File: config.mk
export PLATFORM = sky130hd
export DESIGN_NAME = pipeline_hazard_controller
export DESIGN_NICKNAME = d
export VERILOG_FILES = /design/src/rtl/pipeline_hazard_controller.sv
export SDC_FILE = /design/constraint.sdc
export NUM_CORES = 1
export LEC_CHECK = 0
export ABC_CLOCK_PERIOD_IN_PS = 3000
export BUFFER_PORTS_ARGS = -buffer_cell sky130_fd_sc_hd__buf_2
export CAP_MARGIN = 10
export CORE_ASPECT_RATIO = 0.6
export CORE_MARGIN = 1.5
export CORE_UTILIZATION = 45
export DETAILED_ROUTE_END_ITERATION = 12
export PLACE_DENSITY = 0.74
export SYNTH_ARGS = -nofsm -noshare
export SYNTH_HDL_FRONTEND = slang
export SYNTH_SLANG_ARGS = --single-unit
export TNS_END_PERCENT = 100
File: constraint.sdc
create_clock -name clk -period 3 [get_ports clk]
set_input_delay 0.45 -clock clk [delete_from_list [all_inputs] [get_ports clk]]
set_output_delay 0.45 -clock clk [all_outputs]
set_load 0.005 [all_outputs]
File: src/rtl/pipeline_hazard_controller.sv
// Load-use stall and data-memory freeze scheduler for the 5-stage pipeline.
// Tracks the EX/MEM occupants and keeps saturating stall/freeze counters.
module pipeline_hazard_controller #(
  parameter int          CNT_W    = 8,
  parameter logic [5:0]  LOAD_OP  = 6'b010100,
  parameter logic [5:0]  STORE_OP = 6'b010101
) (
  input  logic             clk,
  input  logic             reset,
  input  logic [31:0]      ins,
  input  logic             ins_valid,
  input  logic             dm_ready,
  output logic             pc_en,
  output logic             ifid_en,
  output logic             idex_bubble,
  output logic             pipe_en,
  output logic [1:0]       hazard_state,
  output logic [CNT_W-1:0] stall_cnt,
  output logic [CNT_W-1:0] freeze_cnt
);

  typedef enum logic [1:0] {
    RUN        = 2'b00,
    LOAD_STALL = 2'b01,
    MEM_WAIT   = 2'b10
  } hz_e;

  logic [5:0] op;
  logic [4:0] rw;
  logic [4:0] ra;
  logic [4:0] rb;
  logic       unused;

  assign op     = ins[31:26];
  assign rw     = ins[25:21];
  assign ra     = ins[20:16];
  assign rb     = ins[15:11];
  assign unused = ^ins[10:0];

  logic rd_ra;
  logic rd_rb;
  logic rd_rw;
  logic is_ld;
  logic is_mem;

  logic       ex_valid;
  logic       ex_is_load;
  logic       ex_is_mem;
  logic [4:0] ex_rw;
  logic       mem_valid;
  logic       mem_is_mem;

  logic load_use;
  logic mem_wait;
  logic hit;
  hz_e  state;

  // Decode which registers the ID instruction reads.
  always_comb begin
    rd_ra  = 1'b0;
    rd_rb  = 1'b0;
    rd_rw  = 1'b0;
    is_ld  = 1'b0;
    is_mem = 1'b0;
    unique case (1'b1)
      (op[5:3] == 3'b000): begin
        rd_ra = 1'b1;
        rd_rb = 1'b1;
      end
      (op[5:3] == 3'b001): begin
        rd_ra = 1'b1;
      end
      (op == LOAD_OP): begin
        rd_ra  = 1'b1;
        is_ld  = 1'b1;
        is_mem = 1'b1;
      end
      (op == STORE_OP): begin
        rd_ra  = 1'b1;
        rd_rw  = 1'b1;
        is_mem = 1'b1;
      end
      default: ;
    endcase
  end

  assign hit = (rd_ra && (ra == ex_rw))
            || (rd_rb && (rb == ex_rw))
            || (rd_rw && (rw == ex_rw));

  assign load_use = ins_valid && ex_valid && ex_is_load
                 && (ex_rw != 5'd0) && hit;

  assign mem_wait = mem_valid && mem_is_mem && !dm_ready;

  // Resolve the hazard class; memory wait outranks a load-use bubble.
  always_comb begin
    state       = RUN;
    pc_en       = 1'b0;
    ifid_en     = 1'b0;
    pipe_en     = 1'b0;
    idex_bubble = 1'b0;
    if (!reset) begin
      state = RUN;
    end else if (mem_wait) begin
      state = MEM_WAIT;
    end else if (load_use) begin
      state       = LOAD_STALL;
      pipe_en     = 1'b1;
      idex_bubble = 1'b1;
    end else begin
      state   = RUN;
      pc_en   = 1'b1;
      ifid_en = 1'b1;
      pipe_en = 1'b1;
    end
  end

  assign hazard_state = state;

  // Advance the EX/MEM shadow slots whenever the pipe moves.
  always_ff @(posedge clk or negedge reset) begin
    if (!reset) begin
      ex_valid   <= 1'b0;
      ex_is_load <= 1'b0;
      ex_is_mem  <= 1'b0;
      ex_rw      <= 5'd0;
      mem_valid  <= 1'b0;
      mem_is_mem <= 1'b0;
    end else if (pipe_en) begin
      mem_valid  <= ex_valid;
      mem_is_mem <= ex_is_mem;
      if (idex_bubble || !ins_valid) begin
        ex_valid   <= 1'b0;
        ex_is_load <= 1'b0;
        ex_is_mem  <= 1'b0;
        ex_rw      <= 5'd0;
      end else begin
        ex_valid   <= 1'b1;
        ex_is_load <= is_ld;
        ex_is_mem  <= is_mem;
        ex_rw      <= rw;
      end
    end
  end

  // Saturating counts of bubbles and frozen cycles.
  always_ff @(posedge clk or negedge reset) begin
    if (!reset) begin
      stall_cnt  <= '0;
      freeze_cnt <= '0;
    end else begin
      if (state == LOAD_STALL && stall_cnt != '1)
        stall_cnt <= stall_cnt + 1'b1;
      if (state == MEM_WAIT && freeze_cnt != '1)
        freeze_cnt <= freeze_cnt + 1'b1;
    end
  end

endmodule

Word level (Yosys, flattened, before mapping)
Cells that the tools add are included.

cells by class
  add/subtract/negate cells = 2
  $mul = 0
  div/mod/pow operators = 0
  order comparisons = 0
  equality and inequality tests = 10
  shift-type cells = 0
  muxes and demuxes = 20
  bitwise gates (word level) = 0
  reduce and logical (&&, ||, !) cells = 20

operators with widths
  operator             number
  $mux 1               17
  $add 8x1->8 const B  2
  $ne 8x8->1 const B   2
  $eq 5x5->1           3
  $eq 6x5->1 const B   2
  $logic_and 1x1->1    11
  $mux 5               1
  $reduce_bool 5->1    1
  $mux 2               2
  $reduce_or 4->1      1
  $eq 3x1->1 const B   1
  $logic_not 3->1      1
  $logic_or 1x1->1     3
  $eq 2x1->1 const B   1
  $eq 2x2->1 const B   1
  $logic_not 1->1      2
  $reduce_or 2->1      1

storage, ports and cells
  register bits = 26
  bits in latches = 0
  memory bits (writable) = 0
  bits in read-only memories = 0
  input port bits = 36
  output and inout bits = 22
  logic and storage cells = 60
  memories = 0

Depth between registers and ports, before layout
Gate-level depths: netlist (run 1).

  depth after elaboration = 12
  depth in mapped cells = 7
  depth with buffers taken out = 7

Least setup slack after synthesis (run 1)
No wires, ideal clock.

  path type = input-to-output
  start = in ins[29]
  end = out hazard_state[0]
  arrival time = 1.770 ns
  data required time = 2.550 ns
  setup slack = 0.780 ns
  cell stages on the path = 5
  buffers on the path = 1
  cells stage by stage = or3b_4 a2111oi_4 or3_4 and3_1 buf_4

between the ends
  word-level cells in the longest chain between the ends = 10
  elaborated cells between the ends (all ways) = 17
  classes of those cells = 3 x eq/ne; 6 x mux; 8 x reduce/logical

RTL lines
  element                                   RTL line  text
  from (decl)                               10        input logic [31:0] ins,
  $eq 6x5->1, or another cell as far along  73        (op == LOAD_OP): begin
  $reduce_or 4->1 (no line)                 --
  $mux 1                                    65        unique case (1'b1)
  $logic_and 1x1->1                         87        assign hit = (rd_ra && (ra == ex_rw))
  $logic_or 1x1->1                          88        || (rd_rb && (rb == ex_rw))
  $logic_or 1x1->1 *                        89        || (rd_rw && (rw == ex_rw));
  $logic_and 1x1->1 *                       92        && (ex_rw != 5'd0) && hit;
  $mux 1 *                                  107       end else if (load_use) begin
  $mux 2 *                                  105       end else if (mem_wait) begin
  $mux 2 *                                  103       if (!reset) begin
  to (decl)                                 17        output logic [1:0] hazard_state,

Every way passes the cells marked *; elsewhere a longest branch is shown, timed or not.

Worst setup path in the final report (run 1)
  start = reg ex_rw[2]
  end = out idex_bubble

between the ends
  word-level cells in the longest chain between the ends = 8
  elaborated cells between the ends (all ways) = 14
  classes of those cells = 3 x eq/ne; 3 x mux; 8 x reduce/logical

RTL lines
  element                                      RTL line  text
  from (decl)                                  49        logic [4:0] ex_rw;
  from (signal assigned)                       142       ex_rw <= rw;
  $eq 5x5->1, on equally long branches         87, 88
  $logic_and 1x1->1, on equally long branches  87, 88
  $logic_or 1x1->1                             88
  $logic_or 1x1->1                             89
  $logic_and 1x1->1 *                          92
  $mux 1 *                                     107
  $mux 1 *                                     105
  $mux 1 *                                     103
  to (decl)                                    15        output logic idex_bubble,

Marked as above.

==> key figures, run 1 <==
Status
  – Status: finished, final reports clean

CTS
  – H-tree Lvls: 1
  – Post-CTS Setup Bufs: 0
  – Hold buffers post-CTS: 0
  – Clock sink count: 26
  – Worst-Skew Late Latency: 270 ps
  – TritonCTS clock tree: done
  – Post-CTS sizing: 0
  – CTS root buf: clkbuf_8
  – Clock-pin slew on the worst setup and hold paths: roughly 80 ps
  – Longest Clk Path Bufs: 2
  – TritonCTS Buffers: 3

Pwr
  – Switching power: ~0.00016 W
  – Clk network pwr share: 0.329
  – Worst ir drop on vdd: around 0.27 mV
  – Combinational power share: 0.121
  – Leak: approximately 0.90 nW
  – Switch share: 0.236
  – Sequential power share: 0.551
  – Internal: ~0.00052 W
  – PwrDens: around 400 nW/um2

Route
  – WL per Instance: around 14 um
  – DRT Wirelength: roughly 2900 um
  – DRT iter0 DRCs: 39
  – Vias: 1099
  – Drt via density: 5.21
  – Initial DRT Pass Iterations: 4
  – DRC: 0
  – Routed Antenna Nets: 0

Floorplanning
  – Die Width: approximately 75 um
  – FP Rows: 15
  – Top-level I/O count: between 50 and 60
  – Core ar.: 2930 um2
  – Die Y: roughly 46 um
  – Initial Utilization: 0.485
  – Die footprint: about 3500 um2

Logic synthesis
  – Most numerous cell in the Yosys netlist: dfrtp_1
  – Post-synth EDFFs: 0
  – Syn_area_per_cell: around 11 um2
  – Flops & latches, synth: 26
  – Synth unique cells: 30
  – Syn. warnings: 0
  – Post-synth top area share: 0.459
  – Syn_nets: about 160
  – Seq/Total Area, Yosys: 0.459
  – Most frequent cells after synthesis: dfrtp_1, xnor2_1, xor2_1
  – Async SR Flop Fraction: 1.00
  – Cells after Synth: ~130
  – Top cells by area, synth: dfrtp_1, xnor2_1, xor2_1, a22o_1, mux2_2
  – Mapped Area: approximately 1400 um2
  – Top cell type by total area after synthesis: dfrtp_1
  – Most used DFF post-synth: dfrtp_1

Placed design
  – Placed cell area: ~1700 um2
  – Port buffer count: between 40 and 50
  – Hpwl dp: about 2300 um
  – Gpl congestion: between 0.7 and 0.8

STA
  – Worst clock skew: roughly 1.3 ps
  – Hold_ws: approximately 57 ps
  – FMAX: between 300 and 400 MHz
  – Final Max Slew Viols: 0
  – Final Hold Vio Count: 0
  – RSZ-0062 raised after global routing: false
  – Final setup violating endpoints: 0
  – Relative slew slack: 0.635
  – Final min period: between 2000 and 3000 ps
  – Final period utilization: 0.840
  – Worst slew pin tran: around 550 ps
  – Setup_tns: 0 ps

Cells and area
  – Layout Nets: around 210
  – Area grow syn2layout: 21.3%
  – Diode count: 0
  – Finished Cell Area: between 1500 and 2000 um2
  – Layout cells sized above 1: 0.367
  – Final Core Density: 0.588

Worst setup path
  – Critical path startpoint category: register
  – FF-to-FF Start: freeze_cnt[4]$_DFFE_PN0P_
  – Crit path depth: 6
  – Critical Path Fanout Max: 5
  – CP cell instances: xor2_1 > nor4_1 > and4_4 > or3_4 > and3_1 > buf_2
  – Crit path max-delay family: simple AND/OR/NAND/NOR gates
  – Worst EP required: 2550 ps
  – R2r endpoint: freeze_cnt[7]$_DFFE_PN0P_
  – Worst reg-to-reg setup slack: between 900 and 1000 ps
  – CP peak stage delay: roughly 460 ps
  – Worst reg-to-reg path cell count: 6
  – Critical path class: register to primary output
  – Slowest cell on the critical path: dfrtp_1
  – Critical path data arrival time: about 2100 ps
  – WP buf/inv: 1
  – Setup crit end kind: primary output

Global routing
  – Total GRT Usage: 0.180
  – Initial antenna violation count: 0
  – Total grt overflow: 0
  – First-pass GRT wire length: roughly 4500 um
  – Number of global-route vias before repair: between 900 and 1000
  – Largest net degree at the start of global routing: 16

Run
  – Max-cap violation count: 0

Hold path
  – Hold crit path type: input port to async pin
metrics by stage:
| stage | std cells | setup WS (ps) | power, W |
|---|---|---|---|
| 2_1_floorplan | 126 | 780 | 0.000428 |
| 3_3_place_gp | 207 | 648 | 0.000460 |
| 5_1_grt | 211 | 326 | 0.000714 |
| 6_report | 211 | 480 | 0.000680 |
| 3_5_place_dp | 207 | 616 | 0.000464 |
| 4_1_cts | 211 | 479 | 0.000687 |
layer usage:
metal / up-vias / part of all wire / GRT usage
li1: 527 / - / -
met1: 542 / 0.48 / 0.246
met2: 25 / 0.46 / 0.279
met3: 5 / 0.046 / 0.0460
met4: 0 / 0.013 / 0.0643
met5: - / 0 / 0
state kept, by name (all words and copies together) (netlist names):
register    flops
freeze_cnt      8
stall_cnt       8
ex_rw           5
ex_is_load      1
ex_is_mem       1
ex_valid        1
mem_is_mem      1
mem_valid       1
power groups by stage:
stage	clock, W	combinational [W]	sequential [W]
floorplan	0	0.0000571	0.000371
global placement	0	0.0000792	0.000381
detailed placement	0	0.0000827	0.000382
CTS	0.000229	0.0000832	0.000375
global route	0.000248	0.0000906	0.000376
finish	0.000224	0.0000820	0.000375
cell type report:
cell class	instances	area [um2]
timing repair buffer	47	238
inverter	3	11.3
tap	42	52.6
multi-input combinational	89	713
sequential	26	651
fill	262	1210
clock buffer	4	55.1
cell usage in the layout, fill, tap and decap left out:
| cell type | netlist | routed |
|---|---|---|
| a2111oi_4 | 1 | 1 |
| a21o_1 | 1 | 1 |
| a21oi_1 | 2 | 2 |
| a21oi_4 | 1 | 1 |
| a22o_1 | 6 | 6 |
| a311oi_2 | 1 | 1 |
| a32o_1 | 1 | 1 |
| and3_1 | 5 | 5 |
| and4_4 | 1 | 1 |
| and4b_1 | 1 | 1 |
| buf_2 | 0 | 46 |
| buf_4 | 2 | 1 |
| clkbuf_8 | 0 | 4 |
| dfrtp_1 | 26 | 26 |
| ha_1 | 2 | 2 |
| inv_1 | 3 | 3 |
| mux2_2 | 4 | 4 |
| nand2_1 | 9 | 9 |
| nand3_1 | 3 | 3 |
| nand3b_1 | 1 | 1 |
| nand4_1 | 6 | 6 |
| nor2_1 | 5 | 5 |
| nor3_1 | 5 | 5 |
| nor4_1 | 1 | 1 |
| o211a_1 | 1 | 1 |
| o31ai_4 | 1 | 1 |
| or3_4 | 1 | 1 |
| or3b_4 | 1 | 1 |
| xnor2_1 | 18 | 18 |
| xor2_1 | 11 | 11 |
logic make-up after synthesis:
| kind of cell | after synthesis | share of synthesized area |
|---|---|---|
| fa+ha+maj | 2 | 0.0176 |
| xor+xnor | 29 | 0.179 |
| compound gates | 15 | 0.120 |
| simple gates | 39 | 0.154 |
| mux | 4 | 0.0317 |
| flops | 26 | 0.459 |
| buf+inv | 11 | 0.0388 |
worst max-delay path by stage:
| stage | startpoint | to |
|---|---|---|
| floorplan | ins[29] | hazard_state[0] |
| global placement | ins[29] | idex_bubble |
| detailed placement | ins[29] | idex_bubble |
| CTS | ex_rw[2]$_DFFE_PN0P_ | idex_bubble |
| global route | ex_rw[3]$_DFFE_PN0P_ | hazard_state[0] |
| finish | ex_rw[2]$_DFFE_PN0P_ | idex_bubble |
(Power assumes the default switching activity.)
==> inputs of run 2 (changes only) <==
--- a/config.mk
+++ b/config.mk
@@ -5,12 +5,12 @@
 export SDC_FILE = /design/constraint.sdc
 export NUM_CORES = 1
 export LEC_CHECK = 0
-export ABC_CLOCK_PERIOD_IN_PS = 3000
+export ABC_CLOCK_PERIOD_IN_PS = 2000
 export BUFFER_PORTS_ARGS = -buffer_cell sky130_fd_sc_hd__buf_2
 export CAP_MARGIN = 10
 export CORE_ASPECT_RATIO = 0.6
 export CORE_MARGIN = 1.5
-export CORE_UTILIZATION = 45
+export CORE_UTILIZATION = 43
 export DETAILED_ROUTE_END_ITERATION = 12
 export PLACE_DENSITY = 0.74
 export SYNTH_ARGS = -nofsm -noshare
==> constraint.sdc (replaced) <==
create_clock -name clk -period 2 [get_ports clk]
set_input_delay 0.3 -clock clk [delete_from_list [all_inputs] [get_ports clk]]
set_output_delay 0.3 -clock clk [all_outputs]
set_load 0.005 [all_outputs]
==> run 2 against run 1 <==
Net effect:
- the run now ends with setup timing left
- final cell count up 6.2%
- non-clock buffer count up 13
- die area up 4.4%
- clock skew about the same
- core utilization up 5.5 points
- combinational power up 93%
- register-to-register slack worse by 1200 ps
- total power up 56%
- via count up 5.1%
- sequential power up 51%
- critical path type is now register to register
- critical endpoint is now ex_is_load$_DFFE_PN0P_
- highest routed layer unchanged
==> key figures, run 2 (synthesis gave the netlist of run 1 again) <==
Worst setup path
  – Worst reg-to-reg path cell count: 9 (+3)
  – Critical path startpoint category: register
  – Critical path data arrival time: 2370 ps (+300 ps)
  – Critical Path Fanout Max: 8 (+3)
  – Worst EP required: 2210 ps (-340 ps)
  – Critical path class: register to register
  – Worst reg-to-reg setup slack: -160 ps (-1150 ps)
  – Setup crit end kind: register

Hold path
  – Hold crit path type: input port to register
  – Hold Crit Depth: 2

CTS
  – Clock-pin slew on the worst setup and hold paths: 90 ps (about the same)
  – H-tree Lvls: 1 (unchanged)
  – CTS root buf: clkbuf_8
  – Clock sink count: 26 (unchanged)
  – TritonCTS clock tree: done
  – Worst-Skew Late Latency: 270 ps (about the same)
  – TritonCTS Buffers: 3 (unchanged)
  – Longest Clk Path Bufs: 2 (unchanged)

Cells and area
  – Commonest non-fill, non-tap cell in the layout: buf_2
  – Layout cells sized above 1: 0.478 (+0.111)
  – Area grow syn2layout: 36.0%
  – Non-filler cells, final: 224 (+6.2%)
  – Commonest non-fill, non-tap cells in the layout: buf_2, dfrtp_1, xnor2_1, buf_4, nand2_1
  – Diode count: 0 (unchanged)
  – Layout Nets: 221 (+6.3%)
  – Final Core Density: 0.643 (+0.0549)
  – Biggest regs: freeze_cnt (8), stall_cnt (8), ex_rw (5)
  – Finished Cell Area: 1930 um2 (+12%)

STA
  – Worst slew pin tran: 404 ps (-144 ps)
  – Final setup violating endpoints: 12 (+12)
  – Final min period: 2160 ps
  – Relative slew slack: 0.731 (+0.0958)
  – Final period utilization: 1.08
  – Worst clock skew: 1.06 ps (-0.288 ps)
  – FMAX: ~460 MHz
  – Final Max Slew Viols: 0 (unchanged)
  – Final Hold Vio Count: 0 (unchanged)
  – Final WS setup: -162 ps (-642 ps)
  – RSZ-0062 raised after global routing: true

Route
  – DRT iter0 DRCs: 46 (+18%)
  – WL per Instance: 14.2 um (+3.0%)
  – DRT Wirelength: 3190 um (+9.3%)
  – Initial DRT Pass Iterations: 4 (unchanged)
  – Vias: 1155 (+5.1%)
  – Routed Antenna Nets: 0 (unchanged)
  – Drt via density: 5.16 (-1.0%)
  – DRC: 0 (unchanged)

Pwr
  – Switch share: 0.244 (+0.00832)
  – Tot Pwr: 0.00106 W (+56%)
  – Clk network pwr share: 0.318 (-0.011)
  – Sequential power share: 0.533 (-0.018)
  – Internal: 0.000801 W (+54%)
  – Combinational power share: 0.149 (+0.028)
  – Switching power: 0.000258 W (+61%)
  – Leak: 0.986 nW (+9.1%)
  – PwrDens: 549 nW/um2 (+39%)
  – Worst ir drop on vdd: 0.358 mV (+32%)

Placed design
  – Place WS: -31.5 ps (-647 ps)
  – Placed Cells: 214 (+3.4%)
  – Hpwl dp: 2450 um (+7.5%)
  – Port buffer count: 46 (unchanged)
  – Gpl congestion: 0.830 (+7.9%)
  – Placed cell area: 1720 um2 (+3.2%)

Floorplanning
  – Die Width: 77.2 um (+2.2%)
  – Initial Utilization: 0.473 (-0.0121)
  – Core ar.: 3000 um2 (+2.6%)
  – Die Y: 47.5 um (+2.2%)
  – Top-level I/O count: 58 (unchanged)
  – Die footprint: 3660 um2 (+4.4%)
  – FP Rows: 15 (unchanged)

Global routing
  – Total grt overflow: 0 (unchanged)
  – Largest net degree at the start of global routing: 22 (+6)
  – GR peak layer: met2
  – Total GRT Usage: 0.185 (+0.00524)
  – Met2 GRT Util: 0.314 (+0.0351)
  – First-pass GRT wire length: 5050 um (+12%)
  – Met1 Use GR: 0.238 (-0.00727)
  – M3 GR Usage: 0.0495 (+0.00357)
  – Number of global-route vias before repair: 1092 (+11%)
  – Initial antenna violation count: 0 (unchanged)

Status
  – Failing checks: setup timing
  – Status: complete, but fails checks

Run
  – Max-cap violation count: 0 (unchanged)
## run 2: cell count changes in the layout (fill, tap and decap cells not counted), sizes merged
cell / before / now
buf: 47 / 59
dlygate4sd3: 0 / 1
## run 2: layer usage
layer  up-vias  part of all wire
met5         -                 0
met4         0             0.015
met3         6             0.045
met2        31              0.49
li1        551                 -
met1       567              0.44
## run 2: path summary, 6_finish.rpt
path,endpoint,startpoint
min in group asynchronous,ex_rw[0]$_DFFE_PN0P_,reset
max in group asynchronous,ex_rw[2]$_DFFE_PN0P_,reset
hold reg to reg,freeze_cnt[6]$_DFFE_PN0P_,freeze_cnt[6]$_DFFE_PN0P_
setup reg to reg,ex_is_load$_DFFE_PN0P_,ex_rw[3]$_DFFE_PN0P_
setup / recovery,ex_is_load$_DFFE_PN0P_,ex_rw[3]$_DFFE_PN0P_
hold / removal,ex_rw[0]$_DFFE_PN0P_,ins[21]
## run 2: cell type report
class / count / area, um2
fillers: 249 / 1070
multi-input cells: 89 / 797
repair buffers: 60 / 358
flip-flops and latches: 26 / 656
well taps: 42 / 52.6
inverters: 3 / 11.3
clock buffers: 4 / 55.1
## run 2: power by group through the flow
stage / Clock (W) / Combinational, W / Sequential [W]
after floorplan: 0 / 0.0000856 / 0.000557
after global placement: 0 / 0.000122 / 0.000571
after detailed placement: 0 / 0.000127 / 0.000572
after CTS: 0.000350 / 0.000144 / 0.000563
after global routing: 0.000365 / 0.000174 / 0.000568
final: 0.000336 / 0.000158 / 0.000565
## run 2: worst max-delay path, stage by stage, from the launching register on
cell and delay [ps]:
dfrtp_2 470, xor2_2 220, nor4_4 60, and4_4 170, or3_4 350, buf_4 160, buf_6 100, buf_4 120
a21oi_4 240, a32o_1 210
## run 2: through the flow
stage               setup TNS (ps)  hold WS, ps
finish                       -1470          274
global route                 -2410          281
CTS                           -787          264
detailed placement           -75.3          147
global placement                 0          142
floorplan                        0         4.41
## run 2: timing repair
action | 4_1_cts | 5_1_grt
buffers inserted | 3 | 2
gates cloned | 0 | 0
endpoints found under the setup margin | 6 | 12
gates resized for setup | 12 | 8
pin swaps | 12 | 7
endpoints found under the hold margin | 5 | 0
hold buffers | 1 | 0
==> inputs of run 3 (changes only) <==
--- a/config.mk
+++ b/config.mk
@@ -10,9 +10,10 @@
 export CAP_MARGIN = 10
 export CORE_ASPECT_RATIO = 0.6
 export CORE_MARGIN = 1.5
-export CORE_UTILIZATION = 43
+export CORE_UTILIZATION = 45
+export CTS_BUF_LIST = sky130_fd_sc_hd__clkbuf_8
 export DETAILED_ROUTE_END_ITERATION = 12
-export PLACE_DENSITY = 0.74
+export PLACE_DENSITY = 0.77
 export SYNTH_ARGS = -nofsm -noshare
 export SYNTH_HDL_FRONTEND = slang
 export SYNTH_SLANG_ARGS = --single-unit
==> run 3 against run 2 <==
Net effect:
- total power down 1.8%
- routed wire length rose by 1.5%
- sequential share of layout area is 1.0 points higher
- hold slack lost 5.0 ps
- sequential power hardly changed
- the run still ends with setup timing left
- clock power increased by 1%
- highest routed layer unchanged
- die area down 4.2%
- final cell count shrank 1.3%
- critical endpoint is now hazard_state[0]
- setup slack got worse by 13 ps
- design area down 3.1%
- largest power group unchanged
==> key figures, run 3 (synthesis gave the netlist of run 1 again) <==
Status
  – Status: complete, but fails checks
  – Failing checks: setup timing

STA
  – Worst clock skew: 6.18 ps (+5.13 ps)
  – Final min period: 2170 ps (+12.5 ps)
  – Final Max Slew Viols: 0 (unchanged)
  – Final setup violating endpoints: 4 (-8)
  – Worst slew pin tran: 430 ps (+25.7 ps)
  – RSZ-0062 raised after global routing: true
  – Final WS setup: -175 ps (-12.5 ps)
  – Relative slew slack: 0.714 (-0.0172)
  – Final Hold Vio Count: 0 (unchanged)
  – FMAX: 460 MHz (-0.58%)
  – Final period utilization: 1.09 (+0.00626)
  – Setup_tns: -656 ps (+813 ps)

Worst setup path
  – Critical Path Fanout Max: 5 (-3)
  – FF-to-FF Start: ex_rw[4]$_DFFE_PN0P_
  – Critical path class: register to primary output
  – Critical path startpoint category: register
  – Worst reg-to-reg setup slack: 50 ps (+210 ps)
  – R2r endpoint: stall_cnt[4]$_DFFE_PN0P_
  – Critical path origin: ex_rw[4]$_DFFE_PN0P_
  – Setup crit end kind: primary output
  – Worst reg-to-reg path cell count: 8 (-1)
  – Worst EP required: 1700 ps (-510 ps)
  – Critical path data arrival time: 1870 ps (-500 ps)

Placed design
  – Hpwl dp: 2460 um (+0.20%)
  – Gpl congestion: 0.811 (-2.2%)
  – Port buffer count: 46 (unchanged)
  – Placed Cells: 214 (unchanged)
  – Placed cell area: 1720 um2 (unchanged)

Cells and area
  – Layout cells sized above 1: 0.447 (-0.0311)
  – Finished Cell Area: 1870 um2 (-3.1%)
  – Diode count: 0 (unchanged)
  – Biggest regs: freeze_cnt (8), stall_cnt (8), ex_rw (5)
  – Layout Nets: 218 (-1.4%)
  – Commonest non-fill, non-tap cell in the layout: buf_2
  – Area grow syn2layout: 31.7%
  – Commonest non-fill, non-tap cells in the layout: buf_2, dfrtp_1, xnor2_1, xor2_1, buf_4
  – Multi-input logic area: 768 um2 (-3.6%)
  – Fillers: 253 (+1.6%)
  – Non-filler cells, final: 221 (-1.3%)
  – Reg area: 654 um2 (-0.19%)

Route
  – Vias: 1122 (-2.9%)
  – WL per Instance: 14.6 um (+2.9%)
  – DRT iter0 DRCs: 17 (-63%)
  – Routed Antenna Nets: 0 (unchanged)
  – Drt via density: 5.08 (-1.5%)
  – DRC: 0 (unchanged)
  – DRT Wirelength: 3230 um (+1.5%)
  – Initial DRT Pass Iterations: 4 (unchanged)

CTS
  – TritonCTS Buffers: 3 (unchanged)
  – TritonCTS clock tree: done
  – Clock sink count: 26 (unchanged)
  – Worst-Skew Late Latency: 270 ps (about the same)
  – Clock-pin slew on the worst setup and hold paths: 90 ps (about the same)
  – H-tree Lvls: 1 (unchanged)
  – Longest Clk Path Bufs: 2 (unchanged)
  – CTS root buf: clkbuf_8

Floorplanning
  – Die footprint: 3510 um2 (-4.2%)
  – Initial Utilization: 0.485 (+0.0121)
  – Die Width: 75.5 um (-2.2%)
  – Die Y: 46.5 um (-2.1%)
  – FP Rows: 15 (unchanged)
  – Top-level I/O count: 58 (unchanged)
  – Core ar.: 2930 um2 (-2.5%)

Global routing
  – Total grt overflow: 0 (unchanged)
  – Largest net degree at the start of global routing: 16 (-27%)
  – Initial antenna violation count: 0 (unchanged)
  – First-pass GRT wire length: 4910 um (-2.7%)
  – Total GRT Usage: 0.196 (+0.0112)
  – Number of global-route vias before repair: 1077 (-1.4%)

Hold path
  – Min-Delay Endpoint: ex_rw[4]$_DFFE_PN0P_
  – Hold path start: ins[25]
  – Hold crit path type: input port to register
  – Hold Crit Depth: 2 (unchanged)

Pwr
  – Worst ir drop on vdd: 0.403 mV (+12%)
  – PwrDens: 556 nW/um2 (+1.3%)
  – Leak: 0.962 nW (-2.4%)

Run
  – Max-cap violation count: 0 (unchanged)
-- run 3: changes by cell type in the layout (fill, tap and decap cells not counted), sizes merged --
cell	previous run	this run
buf	59	56
-- run 3: final cells by class --
class / count / area share
Clock buffer: 4 / 0.0295
Inverter: 3 / 0.00602
Multi-Input combinational cell: 89 / 0.411
Sequential cell: 26 / 0.350
Tap cell: 42 / 0.0281
Timing Repair Buffer: 57 / 0.175
-- run 3: per-layer routing --
metal | GRT usage | part of all wire
met5 | 0 | 0
met4 | 0.0857 | 0.015
met3 | 0.0394 | 0.028
met2 | 0.335 | 0.50
met1 | 0.245 | 0.46
-- run 3: where the power goes --
part | internal [W] | switching [W] | leakage, nW
sequential | 0.000541 | 0.0000215 | 0.351
combinational | 0.0000702 | 0.0000663 | 0.583
clock | 0.000176 | 0.000165 | 0.0288
total | 0.000788 | 0.000252 | 0.962
-- run 3: metrics by stage --
stage	hold slack (ps)	utilization	total power, W	worst slack, ps
5_1_grt	267	0.638	0.00109	-294
3_5_place_dp	298	0.587	0.000702	-19.8
4_1_cts	264	0.625	0.00105	-205
2_1_floorplan	4.41	-	0.000643	53.2
3_3_place_gp	289	0.587	0.000694	29.5
6_report	269	0.638	0.00104	-175
-- run 3: critical path, stage by stage, from the launching register on --
cell	delay, ps
dfrtp_2	460
xnor2_1	190
nand4_1	160
a2111oi_4	280
or3_4	220
and3_4	200
buf_6	90
-- run 3: worst max-delay path by stage --
stage,end,slack [ps]
2_1_floorplan,hazard_state[0],50
3_3_place_gp,idex_bubble,30
5_1_grt,hazard_state[0],-290
4_1_cts,idex_bubble,-200
3_5_place_dp,stall_cnt[5]$_DFFE_PN0P_,-20
6_report,hazard_state[0],-170
-- run 3: repair_timing --
| action | 4_1_cts | 5_1_grt |
|---|---|---|
| gates resized for setup | 9 | 5 |
| pin swaps | 9 | 10 |
| setup buffers | 1 | 3 |
| endpoints found under the hold margin | 1 | 0 |
| setup endpoints to repair | 13 | 10 |
| hold buffers | 1 | 0 |
